$ cat src/rtl/pipelined_alu_stream_if.sv
// Handshake bundle for pipelined_alu_stream: operand request channel in,
// result/flag channel out, plus the completed-op counter.
interface pipelined_alu_stream_if #(
  parameter int WIDTH = 8,
  parameter int CNT_W = 16
);
  logic             in_valid;
  logic             in_ready;
  logic [WIDTH-1:0] a_in;
  logic [WIDTH-1:0] b_in;
  logic [3:0]       op_in;
  logic             out_valid;
  logic             out_ready;
  logic [WIDTH-1:0] alu_out;
  logic             carry_out;
  logic             zero_out;
  logic             neg_out;
  logic             ovf_out;
  logic             err_out;
  logic [CNT_W-1:0] op_count;

  // ALU side
  modport slave (
    input  in_valid, a_in, b_in, op_in, out_ready,
    output in_ready, out_valid, alu_out, carry_out, zero_out, neg_out,
           ovf_out, err_out, op_count
  );

  // producer/consumer side
  modport master (
    output in_valid, a_in, b_in, op_in, out_ready,
    input  in_ready, out_valid, alu_out, carry_out, zero_out, neg_out,
           ovf_out, err_out, op_count
  );
endinterface

$ cat src/rtl/pipelined_alu_stream.sv
// 2-stage valid/ready ALU: S1 holds the operand request, S2 holds the
// registered result and flags. Full throughput with backpressure.
// Optional feature: define PALU_SAT_EN to enable opcodes A/B (signed
// saturating add/sub); without it they behave as reserved opcodes.
module pipelined_alu_stream #(
  parameter int WIDTH = 8,
  parameter int CNT_W = 16
) (
  input logic                  clk,
  input logic                  rst_n,
  pipelined_alu_stream_if.slave bus
);
  localparam int M = WIDTH - 1;
  localparam logic [WIDTH-1:0] SMAX = {1'b0, {(WIDTH-1){1'b1}}};
  localparam logic [WIDTH-1:0] SMIN = {1'b1, {(WIDTH-1){1'b0}}};

  typedef enum logic [3:0] {
    OP_ADD = 4'h0, OP_SUB = 4'h1, OP_AND = 4'h2, OP_OR  = 4'h3,
    OP_XOR = 4'h4, OP_NOT = 4'h5, OP_SLL = 4'h6, OP_SRL = 4'h7,
    OP_SRA = 4'h8, OP_SLT = 4'h9, OP_ADDS = 4'hA, OP_SUBS = 4'hB
  } op_e;

  typedef struct packed {
    logic [WIDTH-1:0] a;
    logic [WIDTH-1:0] b;
    logic [3:0]       op;
  } req_t;

  typedef struct packed {
    logic [WIDTH-1:0] r;
    logic             c;
    logic             z;
    logic             n;
    logic             v;
    logic             e;
  } rsp_t;

  req_t             s1_q;
  logic             s1_valid;
  rsp_t             s2_q;
  logic             out_valid_q;
  logic [CNT_W-1:0] cnt_q;

  logic s2_load, accept, xfer, in_ready_w;

  assign xfer       = out_valid_q && bus.out_ready;
  assign s2_load    = s1_valid && (!out_valid_q || bus.out_ready);
  // Gated by rst_n so the producer sees "not ready" throughout reset.
  assign in_ready_w = rst_n && (!s1_valid || s2_load);
  assign accept     = bus.in_valid && in_ready_w;

  // Execute datapath (between S1 and S2)
  logic [WIDTH-1:0] a, b;
  logic [WIDTH:0]   sum, diff, sll_w, srl_w, sra_w;
  logic             add_ovf, sub_ovf, big, slt;
  rsp_t             exe;

  assign a       = s1_q.a;
  assign b       = s1_q.b;
  assign sum     = {1'b0, a} + {1'b0, b};
  assign diff    = {1'b0, a} - {1'b0, b};
  assign add_ovf = (a[M] == b[M]) && (sum[M] != a[M]);
  assign sub_ovf = (a[M] != b[M]) && (diff[M] != a[M]);
  assign big     = (b >= WIDTH'(WIDTH));
  assign slt     = $signed(a) < $signed(b);
  // One extra bit on the exit side of each shift catches the last bit
  // shifted out; with b=0 that bit is the padding zero, so carry is 0.
  assign sll_w   = {1'b0, a} << b;
  assign srl_w   = {a, 1'b0} >> b;
  assign sra_w   = $signed({a, 1'b0}) >>> b;

  // Opcode decode; zero/neg are derived from the final result here so they
  // register alongside it and read 0 out of reset.
  always_comb begin
    exe = '0;
    case (s1_q.op)
      OP_ADD:  begin exe.r = sum[M:0];  exe.c = sum[WIDTH];  exe.v = add_ovf; end
      OP_SUB:  begin exe.r = diff[M:0]; exe.c = diff[WIDTH]; exe.v = sub_ovf; end
      OP_AND:  exe.r = a & b;
      OP_OR:   exe.r = a | b;
      OP_XOR:  exe.r = a ^ b;
      OP_NOT:  exe.r = ~a;
      OP_SLL:  if (!big) begin exe.r = sll_w[M:0]; exe.c = sll_w[WIDTH]; end
      OP_SRL:  if (!big) begin exe.r = srl_w[WIDTH:1]; exe.c = srl_w[0]; end
      OP_SRA:  begin
        if (big) exe.r = {WIDTH{a[M]}};
        else begin exe.r = sra_w[WIDTH:1]; exe.c = sra_w[0]; end
      end
      OP_SLT:  exe.r = {{(WIDTH-1){1'b0}}, slt};
`ifdef PALU_SAT_EN
      OP_ADDS: begin
        exe.r = add_ovf ? (a[M] ? SMIN : SMAX) : sum[M:0];
        exe.v = add_ovf;
      end
      OP_SUBS: begin
        exe.r = sub_ovf ? (a[M] ? SMIN : SMAX) : diff[M:0];
        exe.v = sub_ovf;
      end
`endif
      default: exe.e = 1'b1;
    endcase
    exe.z = (exe.r == '0);
    exe.n = exe.r[M];
  end

  // S1: capture a request on accept, empty when it moves to S2
  always_ff @(posedge clk or negedge rst_n) begin
    if (!rst_n) begin
      s1_q     <= '0;
      s1_valid <= 1'b0;
    end else if (accept) begin
      s1_q     <= '{a: bus.a_in, b: bus.b_in, op: bus.op_in};
      s1_valid <= 1'b1;
    end else if (s2_load) begin
      s1_valid <= 1'b0;
    end
  end

  // S2: load a new result (may replace one leaving this edge), else drain
  always_ff @(posedge clk or negedge rst_n) begin
    if (!rst_n) begin
      s2_q        <= '0;
      out_valid_q <= 1'b0;
    end else if (s2_load) begin
      s2_q        <= exe;
      out_valid_q <= 1'b1;
    end else if (xfer) begin
      out_valid_q <= 1'b0;
    end
  end

  // Completed-op counter, wraps naturally
  always_ff @(posedge clk or negedge rst_n) begin
    if (!rst_n)    cnt_q <= '0;
    else if (xfer) cnt_q <= cnt_q + 1'b1;
  end

  assign bus.in_ready  = in_ready_w;
  assign bus.out_valid = out_valid_q;
  assign bus.alu_out   = s2_q.r;
  assign bus.carry_out = s2_q.c;
  assign bus.zero_out  = s2_q.z;
  assign bus.neg_out   = s2_q.n;
  assign bus.ovf_out   = s2_q.v;
  assign bus.err_out   = s2_q.e;
  assign bus.op_count  = cnt_q;
endmodule
$ cat src/flat_wrapper.sv
// flat-port wrapper written by rule: the top's interface ports become plain ports
module pipelined_alu_stream_flat 
#(
  parameter int WIDTH = 8,
  parameter int CNT_W = 16
)
  (clk, rst_n, bus_in_valid, bus_a_in, bus_b_in, bus_op_in, bus_out_ready, bus_in_ready, bus_out_valid, bus_alu_out, bus_carry_out, bus_zero_out, bus_neg_out, bus_ovf_out, bus_err_out, bus_op_count);
  pipelined_alu_stream_if #(.WIDTH(WIDTH), .CNT_W(CNT_W)) bus_i ();
  input logic clk;
  input logic rst_n;
  input wire logic [$bits(bus_i.in_valid)-1:0] bus_in_valid;
  input wire logic [$bits(bus_i.a_in)-1:0] bus_a_in;
  input wire logic [$bits(bus_i.b_in)-1:0] bus_b_in;
  input wire logic [$bits(bus_i.op_in)-1:0] bus_op_in;
  input wire logic [$bits(bus_i.out_ready)-1:0] bus_out_ready;
  output wire logic [$bits(bus_i.in_ready)-1:0] bus_in_ready;
  output wire logic [$bits(bus_i.out_valid)-1:0] bus_out_valid;
  output wire logic [$bits(bus_i.alu_out)-1:0] bus_alu_out;
  output wire logic [$bits(bus_i.carry_out)-1:0] bus_carry_out;
  output wire logic [$bits(bus_i.zero_out)-1:0] bus_zero_out;
  output wire logic [$bits(bus_i.neg_out)-1:0] bus_neg_out;
  output wire logic [$bits(bus_i.ovf_out)-1:0] bus_ovf_out;
  output wire logic [$bits(bus_i.err_out)-1:0] bus_err_out;
  output wire logic [$bits(bus_i.op_count)-1:0] bus_op_count;
  assign bus_i.in_valid = bus_in_valid;
  assign bus_i.a_in = bus_a_in;
  assign bus_i.b_in = bus_b_in;
  assign bus_i.op_in = bus_op_in;
  assign bus_i.out_ready = bus_out_ready;
  assign bus_in_ready = bus_i.in_ready;
  assign bus_out_valid = bus_i.out_valid;
  assign bus_alu_out = bus_i.alu_out;
  assign bus_carry_out = bus_i.carry_out;
  assign bus_zero_out = bus_i.zero_out;
  assign bus_neg_out = bus_i.neg_out;
  assign bus_ovf_out = bus_i.ovf_out;
  assign bus_err_out = bus_i.err_out;
  assign bus_op_count = bus_i.op_count;
  pipelined_alu_stream #(.WIDTH(WIDTH), .CNT_W(CNT_W)) u_core (.clk(clk), .rst_n(rst_n), .bus(bus_i));
endmodule
$ cat config.mk
export PLATFORM = sky130hd
export DESIGN_NAME = pipelined_alu_stream_flat
export DESIGN_NICKNAME = d
export VERILOG_FILES = /design/src/rtl/pipelined_alu_stream_if.sv /design/src/rtl/pipelined_alu_stream.sv /design/src/flat_wrapper.sv
export SDC_FILE = /design/constraint.sdc
export NUM_CORES = 1
export LEC_CHECK = 0
export CAP_MARGIN = 20
export CORE_ASPECT_RATIO = 1.4
export CORE_MARGIN = 2
export CORE_UTILIZATION = 40
export DETAILED_ROUTE_END_ITERATION = 6
export GPL_TIMING_DRIVEN = 0
export PLACE_DENSITY = 0.69
export SYNTH_ARGS = -nofsm -noshare
export SYNTH_HDL_FRONTEND = slang
export SYNTH_SLANG_ARGS = --single-unit
export TNS_END_PERCENT = 30
$ cat constraint.sdc
create_clock -name clk -period 2.3 [get_ports clk]
set_input_delay 0.69 -clock clk [delete_from_list [all_inputs] [get_ports clk]]
set_output_delay 0.69 -clock clk [all_outputs]
set_load 0.05 [all_outputs]
---- Word-level counts from Yosys, hierarchy flattened ----
Index checks and enable logic that the tools add are counted.
word-level totals
  flip-flop bits (word level) ............. 51
  ROM bits ................................ 0
  memories ................................ 0
  bits in latches ......................... 0
  bits in writable memories ............... 0
  input bits .............................. 24
cells by class
  reductions and logical operators ........ 15
  equal/unequal tests ..................... 13
  add/sub/neg operators ................... 3
  bitwise operators ....................... 4
  div/mod/pow operators ................... 0
  shift-type cells ........................ 3
  multiplexer cells ....................... 12
  multipliers ............................. 0
  $lt $le $gt $ge ......................... 2
operators by type and width
  operator               count
  $pmux 8 s10            1
  $mux 9                 2
  $add 16x1->16 const B  1
  $eq 4x3->1 const B     4
  $reduce_or 10->1       1
  $add 8x8->9            1
  $shl 8x8->9            1
  $shr 9x8->9            1
  $sshr 9x8->9           1
  $sub 8x8->9            1
  $and 8x8->8            1
  $eq 4x2->1 const B     2
  $eq 4x4->1 const B     2
  $ge 8x4->1 const B     1
  $logic_not 8->1        1
  $lt 8x8->1             1
  $mux 8                 1
  $not 8->8              1
  $or 8x8->8             1
  $xor 8x8->8            1
  $logic_and 1x1->1      6
  $mux 1                 6
  $pmux 1 s5             1
  $eq 4x1->1 const B     1
  other kinds (7)        12

---- Depth between registers and ports, before layout ----
  depth after elaboration ................. 7
  depth in mapped cells ................... 11

---- Worst setup path after synthesis ----
Ideal clock, no wire load.
  path kind ............................... register -> register
  start point ............................. reg u_core.s1_q, in the netlist u_core.a[0]
  end point ............................... reg u_core.s2_q, in the netlist u_core.bus.zero_out
  arrival time ............................ 2.342 ns
  cell stages (with the launch flop) ...... 11
  clock period less this slack ............ 2.419 ns
  buffers on the path ..................... 0
  setup time .............................. 0.077 ns
  path slack .............................. -0.119 ns
  path through ............................ dfrtp_1 -> inv_1 -> ha_1 -> fa_1 -> or2_1 -> a21o_1 -> a221oi_1 -> o21ai_1 -> nor4_2 -> nand4_1 -> o21ai_1
between the ends
  longest elaborated chain between the ends .. 4
  elaborated cells on any way between the ends .. 15
  those cells by class .................... add/sub (2); order compare (1); shift (3); mux (4); bitwise (4); reduce/logical (1)
RTL lines
  item                                                 line                         text
  start: declaration                                   pipelined_alu_stream.sv:38   req_t s1_q;
  start signal: assignment                             pipelined_alu_stream.sv:112  s1_q <= '{a: bus.a_in, b: bus.b_in, op: bus.op_in};
  branches (longest 2 deep; another with $sub 8x8->9)  --
  $pmux 8 s10 *                                        pipelined_alu_stream.sv:76   case (s1_q.op)
  $logic_not 8->1 *                                    pipelined_alu_stream.sv:102  exe.z = (exe.r == '0);
  end signal: assignment                               pipelined_alu_stream.sv:122  s2_q <= '0;
  end signal: assignment                               pipelined_alu_stream.sv:125  s2_q <= exe;
  end: declaration                                     pipelined_alu_stream.sv:40   rsp_t s2_q;
Every way passes the cells marked *.
A chain may end at the register's enable or synchronous reset.

---- Final worst setup path ----
  start point ............................. reg u_core.s1_q, in the netlist u_core.b[0]
  end point ............................... reg u_core.s2_q, in the netlist u_core.bus.zero_out
between the ends
  longest elaborated chain between the ends .. 4
  elaborated cells on any way between the ends .. 15
  those cells by class .................... add/sub (2); order compare (2); shift (3); mux (4); bitwise (3); reduce/logical (1)
RTL lines
  item                                      line                         text
  $ge 8x4->1, or another cell as far along  pipelined_alu_stream.sv:64   assign big = (b >= WIDTH'(WIDTH));
  $mux 8, or another cell as far along      pipelined_alu_stream.sv:86   if (big) exe.r = {WIDTH{a[M]}};
  $pmux 8 s10 *                             pipelined_alu_stream.sv:76
  $logic_not 8->1 *                         pipelined_alu_stream.sv:102
Every way passes the cells marked *; elsewhere a longest branch is shown, timed or not.

==> results.py <==
metrics = {
    "clocking": {
        "cts_tree": "built",
        "cts_buffer_depth": 2,
        "cts.sinks": 50,
        "clk_latency_ns": 0.30,
        "clk_transition_reported_paths_ns": 0.07,
        "clockRootBuffer": "clkbuf_16",
        "cts_buffers": 5,
        "htreeDepth": 2,
    },
    "synth": {
        "synth_top_family_by_area": "simple AND/OR/NAND/NOR gates",
        "synth-async-reset-ratio_pct": 100,
        "muxShareOfSynthArea_pct": 12.7,
        "synth.most_common_cell": "dfrtp_1",
        "seq_area_frac_synth_pct": 28.0,
        "synthAdderAreaFrac_pct": 7.89,
        "yosysTopAreaCell": "dfrtp_1",
        "ys_types": 79,
        "syn-cell-area_mm2": 0.00447,
        "synth_compound_area_share_pct": 18.1,
        "ys_seq_elements": 50,
        "synthCells": 482,
        "yosysTopAreaCellShare_pct": 28.0,
        "syn-num-nets": 533,
        "ys_warn_count": 0,
        "synth_edf_count": 0,
        "yosys-top-cells-area": "dfrtp_1, ha_1, mux2_2, mux2i_1, nand2_1",
        "yosys.area_share.simple_pct": 21.6,
        "synthXorXnorAreaFrac_pct": 3.92,
        "synth-main-ff-cell": "dfrtp_1",
        "avgSynthCellArea_um2": 9.27,
        "synth_commonest_cells": "dfrtp_1, nand2_1, ha_1, mux2_2, o21ai_0",
    },
    "drt": {
        "vias_per_cell": 6.00,
        "totalWireLength_um": 16000,
        "ant_nets": 0,
        "vias": 4296,
        "drc": 0,
        "drt_pass1_iterations": 4,
        "avgRoutedWirePerCell_um": 22.3,
        "drt_iter0_drc": 249,
    },
    "placed_design": {
        "place.port_buffers": 54,
        "hpwlAfterDp_um": 11800,
        "placed_area_mm2": 0.00522,
        "routabilityCongestion": 1.03,
    },
    "global_route": {
        "grt_pass1_vias": 4480,
        "overflow": 0,
        "grt_usage_pct": 26.8,
        "antenna_found_initial": 0,
        "grt_start_max_net_pins": 22,
        "grt_pass1_wl_um": 24700,
    },
    "timing": {
        "rsz0062_at_grt": "true",
        "hold_violations": 0,
        "fin_crit_ns": 2.43,
        "setup_viol_count_final": 4,
        "clock.fmax_mhz": 412,
        "report.final.slew_viol_count": 0,
        "setup_tns_ns": -0.208,
        "tightest_slew_ns": 0.896,
        "fin_skew_ns": 0.00605,
        "relSlewSlack_pct": 39.8,
        "period_share_pct": 106,
        "hold_slack_ns": 0.261,
        "timing.final.ws_setup_ns": -0.128,
    },
    "outcome": {
        "status": "complete, but fails checks",
        "violations": "negative setup slack",
    },
    "die": {
        "rows": 45,
        "core_mm2": 0.0109,
        "dieArea_mm2": 0.0120,
        "initial_core_util_pct": 41.1,
        "fp.dieH_um": 129,
        "num_io_pins": 55,
        "die_x_um": 93.3,
    },
    "worst_hold_path": {
        "min-delay-path-class": "input port to asynchronous set/reset pin",
    },
    "final_layout": {
        "stdcell_area_mm2": 0.00608,
        "synthToLayoutAreaGrowth_pct": 36.0,
        "final_core_util_pct": 55.9,
        "drive_gt1_share_pct": 33.4,
        "nNetsFinal": 625,
        "n_antenna_cell": 0,
    },
    "run": {
        "drv_cap": 0,
    },
    "setup_path": {
        "ff2ff_path_depth": 10,
        "worstPathRequired_ns": 2.53,
        "critical-path-top-delay-family": "simple AND/OR/NAND/NOR gates",
        "worstSetupPathType": "flop to flop",
        "rr_startpoint": "u_core.b[0]$_DFFE_PN0P_",
        "critical-path-slowest-cell": "mux4_2",
        "cpPeakStageDelay_ns": 0.49,
        "reg2reg_slack_ns": -0.13,
        "path_buf_inv": 3,
        "crit_top_cell": "nand4_1",
        "startpoint_type": "flop",
        "crit_fanout": 8,
        "crit_chain": "buf_4 > buf_8 > mux4_2 > or2_0 > nand4_1 > nand4_1 > a211oi_2 > buf_4 > nand4_1 > o21ai_1",
        "r2r-end": "u_core.bus.zero_out$_DFFE_PN0P_",
        "arrival_ns": 2.65,
        "end_kind": "flop",
    },
    "pwr": {
        "power-per-cell-area_mw_per_mm2": 908,
        "power_mw": 5.52,
        "irDropWorstVdd_mv": 0.685,
        "leakagePower_nw": 2.47,
    },
}
-- what timing repair did --
item / CTS / global route
buffers inserted: 23 / 7
cloned: 1 / 0
resized for setup: 65 / 53
setup endpoints to repair: 31 / 31
hold buffers: 0 / 0
pin swaps: 11 / 18
-- state kept, by name (all words and copies together) (netlist names), 4 cells and up --
register and count:
u_core.a 8, u_core.b 8, u_core.bus.alu_out 7, u_core.bus.op_count 16, u_core.s1_q 4
-- final cells by class --
type / instances / area (um^2)
buffer: 34 / 314
clock inverter: 2 / 38.8
inverter: 21 / 103
clock buffer: 6 / 139
multi-input combinational: 376 / 3220
tap: 141 / 176
timing repair buffer: 86 / 821
sequential: 50 / 1260
fill: 956 / 4790
-- per-layer routing --
layer  global-route usage (%)  vias up  share of wire (%)
met5                        0        -                  0
met4                     16.8        0                5.4
met3                     3.02       52                3.6
met2                     47.4      160                 52
met1                     30.6     2119                 39
li1                         -     1965                  -
-- placed cells by master (no fill, tap or decap), types with 8 or more instances in the layout --
cell | synthesis | routed
a21oi_1 | 16 | 13
buf_4 | 7 | 39
clkdlybuf4s50_1 | 0 | 47
dfrtp_1 | 50 | 39
dfrtp_2 | 0 | 11
ha_1 | 25 | 18
inv_1 | 21 | 16
mux2_2 | 25 | 25
mux2i_1 | 16 | 16
nand2_1 | 41 | 40
nand3_1 | 13 | 13
nand3b_1 | 8 | 8
nand4_1 | 11 | 11
nor2_1 | 22 | 20
nor3_1 | 12 | 10
o211ai_1 | 8 | 8
o21ai_0 | 23 | 13
o21ai_1 | 8 | 13
xnor2_1 | 16 | 16
-- worst register-to-register path: cells and delay by family, from the launching register on --
family,cells,cell delay [ns]
AO/OA/AOI/OAI,2,0.34
AND/OR/NAND/NOR,4,0.63
buffers and inverters,3,0.46
multiplexers,1,0.49
flip-flops,1,0.43
-- kinds of logic after synthesis --
group | after synthesis
buffers and inverters | 56
AND/OR/NAND/NOR | 163
flip-flops | 50
AO/OA/AOI/OAI | 119
XOR/XNOR | 20
multiplexers | 47
adder cells (fa/ha/maj) | 27
-- stage by stage --
step	instances	setup WS (ns)
6_report	716	-0.128
3_5_place_dp	678	-0.829
3_3_place_gp	677	-2.29
4_1_cts	709	-0.163
5_1_grt	716	-0.326
2_1_floorplan	482	0.0436
-- power breakdown --
part           total [mW]  switching, mW  internal (mW)
Combinational        3.36           1.96           1.39
Sequential           1.26          0.197           1.06
Clock               0.902          0.354          0.548
-- worst max path at each step --
stage | to | start | cells past startpoint
after detailed placement | u_core.bus.zero_out$_DFFE_PN0P_ | u_core.a[0]$_DFFE_PN0P_ | 10
after CTS | u_core.bus.zero_out$_DFFE_PN0P_ | u_core.a[0]$_DFFE_PN0P_ | 10
after floorplan | u_core.bus.zero_out$_DFFE_PN0P_ | u_core.b[2]$_DFFE_PN0P_ | 11
final | u_core.bus.zero_out$_DFFE_PN0P_ | u_core.b[0]$_DFFE_PN0P_ | 10
after global placement | bus_in_ready | rst_n | 3
after global routing | u_core.bus.zero_out$_DFFE_PN0P_ | u_core.a[0]$_DFFE_PN0P_ | 10
Note: power is estimated with default switching activity, not from simulation.
